==> config.mk <==
export PLATFORM = sky130hd
export DESIGN_NAME = pla_sweep_driver
export DESIGN_NICKNAME = d
export VERILOG_FILES = /design/src/rtl/pla_sweep_driver.sv
export SDC_FILE = /design/constraint.sdc
export NUM_CORES = 1
export LEC_CHECK = 0
export BUFFER_PORTS_ARGS = -buffer_cell sky130_fd_sc_hd__buf_2
export CAP_MARGIN = 0
export CORE_MARGIN = 10
export CORE_UTILIZATION = 60
export DETAILED_ROUTE_END_ITERATION = 10
export PLACE_DENSITY = 0.82
export SLEW_MARGIN = 10
export SYNTH_ARGS = -nofsm -noshare
export SYNTH_HDL_FRONTEND = slang
export SYNTH_SLANG_ARGS = --single-unit
==> constraint.sdc <==
create_clock -name clk -period 5.6 [get_ports clk]
set_input_delay 0.84 -clock clk [delete_from_list [all_inputs] [get_ports clk]]
set_output_delay 0.84 -clock clk [all_outputs]
set_load 0.02 [all_outputs]
==> src/rtl/pla_sweep_driver.sv <==
// rtl/pla_sweep_driver.sv - exhaustive 10-input sweep driver and truth-table word collector
//
// Ports:
//   clk, rst        rising-edge clock, synchronous active-high reset
//   start           begin a sweep (honoured only when idle or done)
//   x0..x9          current vector to the netlist, x0 = LSB
//   y0              netlist response
//   word_data       captured 32-bit truth-table word (bit k = vector word_index*32+k)
//   word_index      index of the presented word
//   word_valid      word_data/word_index valid; held until word_ready
//   word_ready      consumer accepts the presented word
//   ones_count      running count of y0=1 samples in this sweep
//   busy, done      sweep in progress / sweep complete

module pla_sweep_driver #(
  parameter int SETTLE = 1
) (
  input  logic        clk,
  input  logic        rst,
  input  logic        start,
  output logic        x0,
  output logic        x1,
  output logic        x2,
  output logic        x3,
  output logic        x4,
  output logic        x5,
  output logic        x6,
  output logic        x7,
  output logic        x8,
  output logic        x9,
  input  logic        y0,
  output logic [31:0] word_data,
  output logic [4:0]  word_index,
  output logic        word_valid,
  input  logic        word_ready,
  output logic [10:0] ones_count,
  output logic        busy,
  output logic        done
);

  // Last hold cycle of a vector; y0 is sampled on the edge that ends it.
  localparam logic [3:0] HOLD_LAST = 4'(SETTLE);

  typedef enum logic [1:0] {
    IDLE,
    APPLY,
    EMIT,
    DONE
  } state_t;

  state_t      state;
  logic [9:0]  v;       // current vector index
  logic [3:0]  hold;    // cycles the current vector has been held
  logic [31:0] shreg;   // word under construction
  logic [9:0]  xr;      // registered copy of the vector driven on x

  assign {x9, x8, x7, x6, x5, x4, x3, x2, x1, x0} = xr;

  always_ff @(posedge clk) begin
    if (rst) begin
      state      <= IDLE;
      v          <= '0;
      hold       <= '0;
      shreg      <= '0;
      xr         <= '0;
      word_data  <= '0;
      word_index <= '0;
      word_valid <= 1'b0;
      ones_count <= '0;
      busy       <= 1'b0;
      done       <= 1'b0;
    end else begin
      case (state)
        IDLE, DONE: begin
          // A restart from DONE clears everything a reset would, so the
          // first word's APPLY phase always presents word_data = 0.
          if (start) begin
            state      <= APPLY;
            v          <= '0;
            hold       <= '0;
            shreg      <= '0;
            xr         <= '0;
            word_data  <= '0;
            word_index <= '0;
            word_valid <= 1'b0;
            ones_count <= '0;
            busy       <= 1'b1;
            done       <= 1'b0;
          end
        end

        APPLY: begin
          if (hold == HOLD_LAST) begin
            hold          <= '0;
            shreg[v[4:0]] <= y0;
            ones_count    <= ones_count + {10'd0, y0};
            if (v[4:0] == 5'd31) begin
              // The final bit goes straight into the presented word since
              // the shift-register write lands on the same edge.
              state      <= EMIT;
              word_data  <= {y0, shreg[30:0]};
              word_index <= v[9:5];
              word_valid <= 1'b1;
            end else begin
              v  <= v + 10'd1;
              xr <= v + 10'd1;
            end
          end else begin
            hold <= hold + 4'd1;
          end
        end

        EMIT: begin
          // Everything is frozen until the consumer takes the word.
          if (word_ready) begin
            word_valid <= 1'b0;
            if (v == 10'd1023) begin
              state <= DONE;
              xr    <= '0;
              busy  <= 1'b0;
              done  <= 1'b1;
            end else begin
              state <= APPLY;
              v     <= v + 10'd1;
              xr    <= v + 10'd1;
            end
          end
        end

        default: state <= IDLE;
      endcase
    end
  end

endmodule
==> impl_metrics.toml <==
[run_status]
status = "completed"

[drt]
vias = 3898
ant_nets = 0
drc = 0
wl_um = 11200
routed_via_density = 6.21
drt-initial-drc-count = 324
dr.pass1.iters = 5
wl_per_cell_um = 17.8

[cts]
cts.htree.levels = 3
cts_resized = 0
cts_made_buffers = 9
cts_num_sinks = 108
cts_tree = "yes"
cts_max_path_buffers = 2
clock-root-buffer = "clkbuf_8"
postCtsHoldBufs = 0
clk_pin_slew_ns = 0.10
postCtsSetupBuffers = 0
clock_latency_ns = 0.37

[global_route]
antenna_found_initial = 0
gr-total-overflow = 0
grt_pass1_vias = 3696
grtUsageTotal = 0.187
grt_pass1_wl_um = 18400
grt_max_degree = 54

[power_and_ir_drop]
power_density_nw_per_um2 = 346
vdd_drop_max_mv = 0.313
pwr-share-clk = 0.269
combPwrFrac = 0.276
netSwitchingFraction = 0.368
switchingPower_mw = 0.655
p_leak_nw = 1.92
seq_power_share = 0.455
p_total_mw = 1.78
internal_power_mw = 1.12

[synth]
synthArstFlopShare = 0
yosysSeqAreaShare = 0.461
syn_avg_cell_area_um2 = 9.65
synth_top_area_frac = 0.461
post-synth-top-count-cell = "dfxtp_1"
ys_ff_latch = 108
yosys_most_used_dff = "dfxtp_1"
synth_commonest_cells = "dfxtp_1 (108), nor2_1 (85), a22oi_2 (30)"
netlist_top_cells_area = "dfxtp_1 (46%), a22oi_2 (8.0%), nor2_1 (6.8%), a32oi_1 (4.5%), a211oi_1 (4.3%)"
ys_types = 41
syn_area_um2 = 4690
synth_edf_count = 0
syn-num-nets = 503
synth_top_cell_by_area = "dfxtp_1"
synth_cells = 486
yosys_warnings = 0

[floorplanning]
placementRows = 32
start_util = 0.613
dieWidth_um = 108
core-area_um2 = 7650
die-area_um2 = 11800
dieHeight_um = 108
io_pins = 66

[timing]
fin_tns_setup_ns = 0
clock_skew_ns = 0.0135
rsz0062_at_grt = "false"
finalSetupViolCount = 0
worst-slew-pin-transition_ns = 1.08
relSlewSlack = 0.282
fin_ws_ns = 2.36
min_period_over_period = 0.579
post-route-min-period_ns = 3.24
slew_violations = 0
fmax_mhz = 308
hold_violations = 0

[worst_setup_path]
crit_buf_inv = 1
crit_slowest_cell = "o2111ai_1"
crit_required_ns = 5.83
setup.worst_path.end_class = "flop"
crit_chain = "ha_1 -> inv_1 -> o2111ai_1 -> nand2b_1 -> mux2i_1 -> nor2_1"
slowest_delay_ns = 0.94
cp_top_family = "compound AO/OA/AOI/OAI gates"
startpoint_type = "flop"
critPathKind = "flop to flop"
arrival_ns = 3.47
crit_path_max_fanout = 14

[final_layout]
multi_input_area_um2 = 2280
register_area_um2 = 2160
fill_cells = 613
fin_nets = 539
area_delta_synth_final_pct = 9.55
num_antenna_cells = 0
stdcell_count = 628
layout-drive-gt1-share = 0.228

[flow_run]
max_cap_violations = 0

[hold_path]
hp-class = "flop to flop"

[placed_design]
io_buffer_count = 65
place_ws_ns = 2.43
gp_congestion = 0.810
hpwlAfterDp_um = 7360
placed_cells = 613
==> through the flow <==
stage               instance area (um^2)  hold WS (ns)  utilization
floorplan                           4690         0.444            -
global placement                    4940         0.442        0.646
detailed placement                  4940         0.449        0.646
CTS                                 5140         0.465        0.672
global route                        5140         0.490        0.672
finish                              5140         0.464        0.672
==> power groups by stage <==
stage | registers [mW] | logic, mW | clock network (mW)
finish | 0.809 | 0.491 | 0.478
global route | 0.813 | 0.526 | 0.515
CTS | 0.809 | 0.487 | 0.482
detailed placement | 0.827 | 0.481 | 0
global placement | 0.825 | 0.464 | 0
floorplan | 0.829 | 0.428 | 0
==> cells in the final DEF, fill, tap and decap left out, types with 4 or more instances in the layout <==
master	count
dfxtp_1	108
nor2_1	85
buf_2	65
a22oi_2	30
nand3_1	28
a211oi_1	27
a32oi_1	24
a22oi_1	18
o21ai_0	13
ha_1	12
mux2i_1	10
and3_1	9
nand2_1	9
clkbuf_8	9
inv_1	8
a21oi_1	8
xor2_1	8
nor3_1	5
nand2b_1	5
or3_1	5
nand3b_1	5
nor3b_1	4
xnor2_1	4
==> layer usage <==
metal / global-route usage / wire, um
met4: 0.0490 / 138
met3: 0.0476 / 783
met1: 0.246 / 5080
met2: 0.300 / 5160
met5: 0 / 0
==> area by class of cell <==
class                   count  share of cell area
multi-input cells         328               0.444
flip-flops and latches    108               0.421
repair buffers             67              0.0662
well taps                 102              0.0248
clock buffers               9              0.0241
clock inverters             6              0.0141
inverters                   8             0.00584
==> sequential cells by signal, summed over array words and instances (netlist names) <==
register / cells
hold: 4
shreg: 31
v: 10
word_index: 5
word_valid: 1
ones_count: 11
word_data: 32
busy: 1
done: 1
xr: 10
state: 2
==> worst min-delay path: stages (launching register included) <==
cell,delay [ns]
dfxtp_1,0.32
inv_1,0.05
a211oi_1,0.05
==> worst paths after layout <==
kind                               start  endpoint  slack (ns)  cells after the start
worst max register to register  state[0]      v[0]        2.36                      6
worst min register to register      busy      busy        0.46                      2
worst max-delay path            state[0]      v[0]        2.36                      6
worst min-delay path                busy      busy        0.46                      2
==> logic make-up after synthesis <==
kind of cell / share of synthesized area
xor gates and xnor gates: 0.0224
muxes: 0.0285
AOI/OAI and AO/OA: 0.237
buffers and inverters: 0.0544
DFF: 0.461
adders and majority gates: 0.0320
and+or+nand+nor: 0.165
No activity file was read; power rests on OpenSTA's default activity.
